<file path="src/rtl/apb_requester_pkg.sv">
// Shared state encoding and default widths for the APB requester.
package apb_requester_pkg;

  typedef enum logic [1:0] {
    IDLE   = 2'd0,
    SETUP  = 2'd1,
    ACCESS = 2'd2
  } apb_state_e;

  // Flat constants so state registers stay plain logic vectors.
  localparam logic [1:0] ST_IDLE   = IDLE;
  localparam logic [1:0] ST_SETUP  = SETUP;
  localparam logic [1:0] ST_ACCESS = ACCESS;

  localparam int APB_AWIDTH      = 8;
  localparam int APB_DWIDTH      = 8;
  localparam int APB_TIMEOUT_CYC = 16;

endpackage

</file>
<file path="src/rtl/apb_requester_if.sv">
// Command/response handshake plus APB bus bundle; master = requester side.
interface apb_requester_if
  import apb_requester_pkg::*;
#(
  parameter int AWIDTH = APB_AWIDTH,
  parameter int DWIDTH = APB_DWIDTH
);

  logic              cmd_valid;
  logic              cmd_ready;
  logic              cmd_write;
  logic [AWIDTH-1:0] cmd_addr;
  logic [DWIDTH-1:0] cmd_wdata;
  logic              rsp_valid;
  logic [DWIDTH-1:0] rsp_rdata;
  logic              rsp_err;
  logic              PSEL;
  logic              PENABLE;
  logic              PWRITE;
  logic [AWIDTH-1:0] PADDR;
  logic [DWIDTH-1:0] PWDATA;
  logic [DWIDTH-1:0] PRDATA;
  logic              PREADY;
  logic              PSLVERR;

  modport master (
    input  cmd_valid, cmd_write, cmd_addr, cmd_wdata, PRDATA, PREADY, PSLVERR,
    output cmd_ready, rsp_valid, rsp_rdata, rsp_err,
           PSEL, PENABLE, PWRITE, PADDR, PWDATA
  );

  modport slave (
    output cmd_valid, cmd_write, cmd_addr, cmd_wdata, PRDATA, PREADY, PSLVERR,
    input  cmd_ready, rsp_valid, rsp_rdata, rsp_err,
           PSEL, PENABLE, PWRITE, PADDR, PWDATA
  );

endinterface

</file>
<file path="src/rtl/apb_requester.sv">
// APB requester: single-beat cmd_* requests -> APB SETUP/ACCESS transfers.
// Optional ACCESS wait-state timeout enabled by defining APB_TIMEOUT_EN.
module apb_requester
  import apb_requester_pkg::*;
#(
  parameter int AWIDTH      = APB_AWIDTH,
  parameter int DWIDTH      = APB_DWIDTH,
  parameter int TIMEOUT_CYC = APB_TIMEOUT_CYC
) (
  input  logic            PCLK,
  input  logic            PRESETn,
  apb_requester_if.master bus
);

  logic [1:0]        r_state;
  logic              r_psel;
  logic              r_penable;
  logic              r_pwrite;
  logic [AWIDTH-1:0] r_paddr;
  logic [DWIDTH-1:0] r_pwdata;
  logic              r_rsp_valid;
  logic [DWIDTH-1:0] r_rsp_rdata;
  logic              r_rsp_err;

  logic w_done;
  logic w_accept;
  logic w_timeout;

  assign w_done        = (r_state == ST_ACCESS) && bus.PREADY;
  assign bus.cmd_ready = (r_state == ST_IDLE) || w_done;
  assign w_accept      = bus.cmd_valid && bus.cmd_ready;

`ifdef APB_TIMEOUT_EN
  localparam int CNT_W = $clog2(TIMEOUT_CYC + 1);

  logic [CNT_W-1:0] r_wait_cnt;

  always_ff @(posedge PCLK or negedge PRESETn) begin
    if (!PRESETn) begin
      r_wait_cnt <= '0;
    end else if (r_state == ST_SETUP) begin
      r_wait_cnt <= '0;
    end else if ((r_state == ST_ACCESS) && !bus.PREADY) begin
      r_wait_cnt <= r_wait_cnt + CNT_W'(1);
    end
  end

  // Fires on the TIMEOUT_CYC-th waited ACCESS cycle; PREADY on that cycle wins.
  assign w_timeout = (r_state == ST_ACCESS) && !bus.PREADY &&
                     (r_wait_cnt == CNT_W'(TIMEOUT_CYC - 1));
`else
  logic [$clog2(TIMEOUT_CYC + 1)-1:0] w_unused_timeout;
  assign w_unused_timeout = '0;
  assign w_timeout        = 1'b0;
`endif

  always_ff @(posedge PCLK or negedge PRESETn) begin
    if (!PRESETn) begin
      r_state     <= ST_IDLE;
      r_psel      <= 1'b0;
      r_penable   <= 1'b0;
      r_pwrite    <= 1'b0;
      r_paddr     <= '0;
      r_pwdata    <= '0;
      r_rsp_valid <= 1'b0;
      r_rsp_rdata <= '0;
      r_rsp_err   <= 1'b0;
    end else begin
      r_rsp_valid <= 1'b0;
      if (w_accept) begin
        r_pwrite <= bus.cmd_write;
        r_paddr  <= bus.cmd_addr;
        r_pwdata <= bus.cmd_wdata;
      end
      case (r_state)
        ST_IDLE: begin
          if (w_accept) begin
            r_state   <= ST_SETUP;
            r_psel    <= 1'b1;
            r_penable <= 1'b0;
          end
        end
        ST_SETUP: begin
          r_state   <= ST_ACCESS;
          r_penable <= 1'b1;
        end
        ST_ACCESS: begin
          if (w_done) begin
            r_rsp_valid <= 1'b1;
            r_rsp_rdata <= r_pwrite ? '0 : bus.PRDATA;
            r_rsp_err   <= bus.PSLVERR;
            r_penable   <= 1'b0;
            // Back-to-back accept keeps PSEL high straight into the next SETUP.
            if (w_accept) begin
              r_state <= ST_SETUP;
            end else begin
              r_state <= ST_IDLE;
              r_psel  <= 1'b0;
            end
          end else if (w_timeout) begin
            r_rsp_valid <= 1'b1;
            r_rsp_rdata <= '0;
            r_rsp_err   <= 1'b1;
            r_psel      <= 1'b0;
            r_penable   <= 1'b0;
            r_state     <= ST_IDLE;
          end
        end
        default: begin
          r_state   <= ST_IDLE;
          r_psel    <= 1'b0;
          r_penable <= 1'b0;
        end
      endcase
    end
  end

  assign bus.PSEL      = r_psel;
  assign bus.PENABLE   = r_penable;
  assign bus.PWRITE    = r_pwrite;
  assign bus.PADDR     = r_paddr;
  assign bus.PWDATA    = r_pwdata;
  assign bus.rsp_valid = r_rsp_valid;
  assign bus.rsp_rdata = r_rsp_rdata;
  assign bus.rsp_err   = r_rsp_err;

endmodule

</file>
<file path="src/flat_wrapper.sv">
// flat-port wrapper written by rule: the top's interface ports become plain ports
module apb_requester_flat import apb_requester_pkg::*;
#(
  parameter int AWIDTH      = APB_AWIDTH,
  parameter int DWIDTH      = APB_DWIDTH,
  parameter int TIMEOUT_CYC = APB_TIMEOUT_CYC
)
  (PCLK, PRESETn, bus_cmd_valid, bus_cmd_write, bus_cmd_addr, bus_cmd_wdata, bus_PRDATA, bus_PREADY, bus_PSLVERR, bus_cmd_ready, bus_rsp_valid, bus_rsp_rdata, bus_rsp_err, bus_PSEL, bus_PENABLE, bus_PWRITE, bus_PADDR, bus_PWDATA);
  apb_requester_if #(.AWIDTH(AWIDTH), .DWIDTH(DWIDTH)) bus_i ();
  input  logic PCLK;
  input  logic PRESETn;
  input wire logic [$bits(bus_i.cmd_valid)-1:0] bus_cmd_valid;
  input wire logic [$bits(bus_i.cmd_write)-1:0] bus_cmd_write;
  input wire logic [$bits(bus_i.cmd_addr)-1:0] bus_cmd_addr;
  input wire logic [$bits(bus_i.cmd_wdata)-1:0] bus_cmd_wdata;
  input wire logic [$bits(bus_i.PRDATA)-1:0] bus_PRDATA;
  input wire logic [$bits(bus_i.PREADY)-1:0] bus_PREADY;
  input wire logic [$bits(bus_i.PSLVERR)-1:0] bus_PSLVERR;
  output wire logic [$bits(bus_i.cmd_ready)-1:0] bus_cmd_ready;
  output wire logic [$bits(bus_i.rsp_valid)-1:0] bus_rsp_valid;
  output wire logic [$bits(bus_i.rsp_rdata)-1:0] bus_rsp_rdata;
  output wire logic [$bits(bus_i.rsp_err)-1:0] bus_rsp_err;
  output wire logic [$bits(bus_i.PSEL)-1:0] bus_PSEL;
  output wire logic [$bits(bus_i.PENABLE)-1:0] bus_PENABLE;
  output wire logic [$bits(bus_i.PWRITE)-1:0] bus_PWRITE;
  output wire logic [$bits(bus_i.PADDR)-1:0] bus_PADDR;
  output wire logic [$bits(bus_i.PWDATA)-1:0] bus_PWDATA;
  assign bus_i.cmd_valid = bus_cmd_valid;
  assign bus_i.cmd_write = bus_cmd_write;
  assign bus_i.cmd_addr = bus_cmd_addr;
  assign bus_i.cmd_wdata = bus_cmd_wdata;
  assign bus_i.PRDATA = bus_PRDATA;
  assign bus_i.PREADY = bus_PREADY;
  assign bus_i.PSLVERR = bus_PSLVERR;
  assign bus_cmd_ready = bus_i.cmd_ready;
  assign bus_rsp_valid = bus_i.rsp_valid;
  assign bus_rsp_rdata = bus_i.rsp_rdata;
  assign bus_rsp_err = bus_i.rsp_err;
  assign bus_PSEL = bus_i.PSEL;
  assign bus_PENABLE = bus_i.PENABLE;
  assign bus_PWRITE = bus_i.PWRITE;
  assign bus_PADDR = bus_i.PADDR;
  assign bus_PWDATA = bus_i.PWDATA;
  apb_requester #(.AWIDTH(AWIDTH), .DWIDTH(DWIDTH), .TIMEOUT_CYC(TIMEOUT_CYC)) u_core (.PCLK(PCLK), .PRESETn(PRESETn), .bus(bus_i));
endmodule
</file>
<file path="config.mk">
export PLATFORM = sky130hd
export DESIGN_NAME = apb_requester_flat
export DESIGN_NICKNAME = d
export VERILOG_FILES = /design/src/rtl/apb_requester_pkg.sv /design/src/rtl/apb_requester_if.sv /design/src/rtl/apb_requester.sv /design/src/flat_wrapper.sv
export SDC_FILE = /design/constraint.sdc
export NUM_CORES = 1
export LEC_CHECK = 0
export CAP_MARGIN = 20
export CELL_PAD_IN_SITES_DETAIL_PLACEMENT = 0
export CELL_PAD_IN_SITES_GLOBAL_PLACEMENT = 1
export CORE_MARGIN = 2
export CORE_UTILIZATION = 30
export CTS_BUF_LIST = sky130_fd_sc_hd__clkbuf_16
export DETAILED_ROUTE_END_ITERATION = 12
export HOLD_SLACK_MARGIN = 0.15
export PLACE_DENSITY = 0.86
export SLEW_MARGIN = 0
export SYNTH_ARGS = -nofsm -noshare
export SYNTH_HDL_FRONTEND = slang
export SYNTH_SLANG_ARGS = --single-unit
</file>
<file path="constraint.sdc">
create_clock -name PCLK -period 3.2 [get_ports PCLK]
set_input_delay 0.64 -clock PCLK [delete_from_list [all_inputs] [get_ports PCLK]]
set_output_delay 0.64 -clock PCLK [all_outputs]
set_load 0.02 [all_outputs]
</file>
Yosys cells after proc, flatten, opt, wreduce, memory -nomap -nowiden
Cells that the tools add are included.
{"block": "totals", "register_bits": 31, "inputBits": 30, "out_inout_bits": 30, "word_cells": 36}
{"block": "op_classes", "n_eq_ne": 5, "muxes": 14, "bitwise": 1, "reduce_logical": 7}
{"op": "$mux 1", "count": 8}
{"op": "$mux 8", "count": 1}
{"op": "$pmux 1 s3", "count": 2}
{"op": "$pmux 2 s3", "count": 1}
{"op": "$mux 2", "count": 2}
{"op": "$ne 2x1->1 const B", "count": 2}
{"op": "$reduce_and 2->1", "count": 2}
{"op": "$reduce_and 4->1", "count": 1}
{"op": "$eq 2x1->1 const B", "count": 1}
{"op": "$eq 2x2->1 const B", "count": 1}
{"op": "$logic_and 1x1->1", "count": 2}
{"op": "$logic_not 2->1", "count": 1}
{"op": "$ne 2x2->1 const B", "count": 1}
{"op": "$logic_or 1x1->1", "count": 1}
{"op": "$not 1->1", "count": 1}

Logic depth before layout (Yosys ltp)
{"block": "depth", "ltp_word": 7, "depth_mapped": 5, "ltp_nobuf": 3}

Worst setup path after synthesis
Ideal clock, no wire load.
{"block": "synth_timing", "kind": "input to output", "from": "input bus_PREADY", "to": "output bus_cmd_ready", "arrival_time_ps": 949, "required_time_ps": 2560, "path_slack_ps": 1611, "stages": 2, "path_cell_list": "nor2b_4 > nor2_1"}
{"block": "synth_between", "elab_chain_cells": 2}
{"element": "start, declared", "line_no": "flat_wrapper.sv:17", "text": "input wire logic [$bits(bus_i.PREADY)-1:0] bus_PREADY;"}
{"element": "$logic_and 1x1->1", "line_no": "apb_requester.sv:29", "text": "assign w_done = (r_state == ST_ACCESS) && bus.PREADY;"}
{"element": "$logic_or 1x1->1", "line_no": "apb_requester.sv:30", "text": "assign bus.cmd_ready = (r_state == ST_IDLE) || w_done;"}
{"element": "end, declared", "line_no": "flat_wrapper.sv:19", "text": "output wire logic [$bits(bus_i.cmd_ready)-1:0] bus_cmd_ready;"}
No other way between the ends.

Worst setup path in the final report
Same ends and word-level chain as after synthesis.

==> reports/summary.md <==
The run finished with clean final reports. The first global-routing pass estimated 4470 µm of wire. The critical path launch point type was an input pin. The share of cell area taken by muxes after synthesis came out at 19.5%. After clock tree synthesis, the flow added hold-fix buffers numbering 0. Worst reg-to-reg path cell count: 4. Detailed placement finished with a half-perimeter wire length of 2070 µm.

For the initial standard-cell utilization of the core, the log shows 30.8%. Count of cell types in the netlist: 16. Of the post-synthesis cell area, the dominant cell type holds 61.9%.

For this design, the sink count on the clock tree is 30. The library cells used most frequently in the layout, excluding fill and tap cells, are sky130_fd_sc_hd__clkdlybuf4s50_1, sky130_fd_sc_hd__dfrtp_1, sky130_fd_sc_hd__o21ai_0. Summing the areas of all compound-gate instances in the mapped netlist gives 5.16% of the synthesized area.

The clock tree synthesis step divided the H-tree into 2 levels. The total power of the final layout came out at 1600 µW. The slew at the pin closest to its max-slew limit was 0.551 ns; the post-synthesis instance area was 1210 µm². The max-cap check violation count is 0, and the signal arrival time at the worst endpoint is 1.98 ns. After clock tree synthesis, the clock-pin slew on the worst setup and hold paths is 0.05 ns. The combinational family with the most area after synthesis is multiplexers.

Of the cells placed in the final design, the portion with a size suffix greater than 1 is 19.0%. Post-synthesis cell count: 87. The max-slew violation count was 0.

The final-report setup violation count was 0. 0 antenna diodes ended up in the layout. In this run the static leakage power is 0.000854 µW.

The filler cells instantiated in the layout total 328. The worst path needs 2.62 ns of the cycle, external delays included. Relative to the synthesized area, the layout overhead comes to 64.8%.

Synthesis produced a netlist with a net count of 117. The floorplan has 23 rows. The detailed-routing iteration count for the pre-antenna-repair pass came out at 2. TritonCTS built the clock tree. Setup total negative slack on the finished layout was measured at 0 ns.

The worst slew margin relative to its limit was 63.2%. The root buffer selected by CTS was sky130_fd_sc_hd__clkbuf_16. The logs give 2 for the maximum root-to-sink buffer count and 382 MHz for the upper clock frequency limit. The tools report the initial antenna violation count as 0. The run gives 0 as the count of instances resized after the clock tree is built. The final-report hold violation count was 0; the vertical die dimension was 67.6 µm. The worst hold path belongs to the class flip-flop to flip-flop.

For the proportion of synthesized chip area in sequential cells, the log shows 61.9%. Counting instances, the worst hold path has a depth of 2. Horizontal die dimension: 67.6 µm. The startpoint of the worst register-to-register path was u_core.r_state[1]$_DFFE_PN0P_. The total area inside the core boundary comes to 3940 µm². After detailed routing, the average wire length per cell comes to 13.8 µm.

In this run the power density over the cells is 798 nW/µm². The final layout contains 182 nets. The library cell used most frequently in the layout, excluding fill and tap cells, is sky130_fd_sc_hd__clkdlybuf4s50_1. In this run the most critical hold path is launched from u_core.bus.rsp_rdata[3]$_DFFE_PN0P_.

Dividing the final minimum period by the clock period gives 81.9%. The largest driver fanout on the critical path was 3; the detailed-route via count was 877. The synthesized netlist devotes 10.0% of its cell area to simple gates. During I/O placement, the number of pins put on the boundary was 60. In this run the register-to-register setup slack is 1.66 ns. The run gives 4570 µm² as the die footprint. Yosys printed 0 warnings.

The tools report the number of antenna-violating nets in the routed design as 0. The largest vdd supply drop was 0.000385 V. The total of buffers placed on input and output ports is 59, and the data required time of the worst path is 2.56 ns. For the detailed-route wire length, the log shows 2800 µm. Between clock sinks in the finished design, the worst skew comes to 0.00454 ns.

The worst setup path is captured at an output port. The aggregate global-route resource usage came out at 13.6%. For the leftover overflow at the end of global routing, the log shows 0. The worst hold path terminates at u_core.bus.rsp_rdata[3]$_DFFE_PN0P_.

The average via count per standard cell was 4.32. Entering global routing, the biggest net connects 31 pins. A synthesized cell averages 13.9 µm². The endpoint of the worst register-to-register path was u_core.bus.PADDR[6]$_DFFE_PN0P_. Multi-input combinational cell area: 427 µm².

The tools report the area used by sequential logic in the layout as 751 µm². Setup repair after global routing left no endpoint under its margin. The routability congestion estimate was 0.648; the flop and latch count out of synthesis was 30.

The remaining routing DRC violations came out at 0. The number of buffers added for setup after CTS is 0, and the via count of the first global-routing pass is 944. In the post-synthesis netlist, the biggest area contributors are sky130_fd_sc_hd__dfrtp_1, sky130_fd_sc_hd__mux2_4, sky130_fd_sc_hd__mux2_2, sky130_fd_sc_hd__nand2b_1, sky130_fd_sc_hd__o21ai_0.

The cell type with the largest total area after synthesis was sky130_fd_sc_hd__dfrtp_1. The classification of the worst setup path is input pin to output port. Summing the areas of all fa, ha and maj instances in the mapped netlist gives 0% of the synthesized area. Buffers inserted during clock tree synthesis total 5. The clock reaches the later pin of the worst-skew pair after 0.27 ns.

After Yosys synthesis, XOR and XNOR cells account for 0% of the synthesized area. The detailed router finished its first iteration with 14 violations.
-- worst max path at each step --
| stage | end | start |
|---|---|---|
| after global routing | bus_cmd_ready | bus_PREADY |
| after detailed placement | bus_cmd_ready | bus_PREADY |
| after global placement | bus_cmd_ready | bus_PREADY |
| final | bus_cmd_ready | bus_PREADY |
| after CTS | bus_cmd_ready | bus_PREADY |
| after floorplan | bus_cmd_ready | bus_PREADY |
-- flip-flops by register name (all words and copies together), names as in the netlist --
| signal | count |
|---|---|
| u_core.bus.PWRITE | 1 |
| u_core.bus.PWDATA | 8 |
| u_core.bus.PSEL | 1 |
| u_core.bus.rsp_rdata | 8 |
| u_core.r_state | 2 |
| u_core.bus.PADDR | 8 |
| u_core.bus.rsp_err | 1 |
| u_core.bus.rsp_valid | 1 |
-- report_power, final --
| group | switching, µW | total [µW] | internal [µW] |
|---|---|---|---|
| Combinational | 272 | 602 | 330 |
| Sequential | 68.9 | 564 | 495 |
| Clock | 147 | 430 | 282 |
| Total | 488 | 1600 | 1110 |
-- cells by family after synthesis --
| group | count (synthesis) |
|---|---|
| mux | 18 |
| flops | 30 |
| simple gates | 21 |
| buf+inv | 6 |
| compound gates | 12 |
-- worst max-delay path: stages --
cell                              delay (ns)
sky130_fd_sc_hd__clkdlybuf4s50_1        0.57
sky130_fd_sc_hd__nor2b_4                0.08
sky130_fd_sc_hd__nor2_1                 0.08
sky130_fd_sc_hd__clkdlybuf4s50_1        0.60
-- layer usage --
metal / vias to the layer above / track usage (%) / part of all wire (%)
met2: 40 / 23.2 / 50
li1: 418 / - / -
met1: 411 / 15.0 / 41
met3: 8 / 5.17 / 7.1
met5: - / 0 / 0
met4: 0 / 6.12 / 1.8
-- area by class of cell --
| cell class | count | share of cell area, % |
|---|---|---|
| clock buffers | 5 | 6.26 |
| clock inverters | 3 | 0.814 |
| inverters | 3 | 0.564 |
| multi-input cells | 51 | 21.4 |
| flip-flops and latches | 30 | 37.6 |
| well taps | 50 | 3.13 |
| repair buffers | 61 | 30.3 |
-- through the flow --
stage / setup WS, ns / utilization [%] / area (µm²) / hold WS, ns / std cells
finish: 0.580 / 50.7 / 2000 / 0.478 / 203
global route: 0.537 / 50.7 / 2000 / 0.521 / 203
CTS: 0.593 / 50.7 / 2000 / 0.482 / 203
detailed placement: 0.598 / 47.1 / 1860 / 0.471 / 195
global placement: 0.626 / 47.1 / 1860 / 0.466 / 195
floorplan: 1.61 / - / 1210 / 0.344 / 87
-- cell usage after synthesis --
| master | n |
|---|---|
| sky130_fd_sc_hd__a21oi_1 | 1 |
| sky130_fd_sc_hd__buf_6 | 1 |
| sky130_fd_sc_hd__buf_8 | 1 |
| sky130_fd_sc_hd__clkbuf_1 | 1 |
| sky130_fd_sc_hd__dfrtp_1 | 30 |
| sky130_fd_sc_hd__inv_1 | 3 |
| sky130_fd_sc_hd__mux2_2 | 9 |
| sky130_fd_sc_hd__mux2_4 | 9 |
| sky130_fd_sc_hd__nand2_1 | 9 |
| sky130_fd_sc_hd__nand2b_1 | 8 |
| sky130_fd_sc_hd__nand3b_1 | 1 |
| sky130_fd_sc_hd__nor2_1 | 1 |
| sky130_fd_sc_hd__nor2b_4 | 1 |
| sky130_fd_sc_hd__nor3b_2 | 1 |
| sky130_fd_sc_hd__o211ai_1 | 1 |
| sky130_fd_sc_hd__o21ai_0 | 10 |
(Power assumes the default switching activity.)
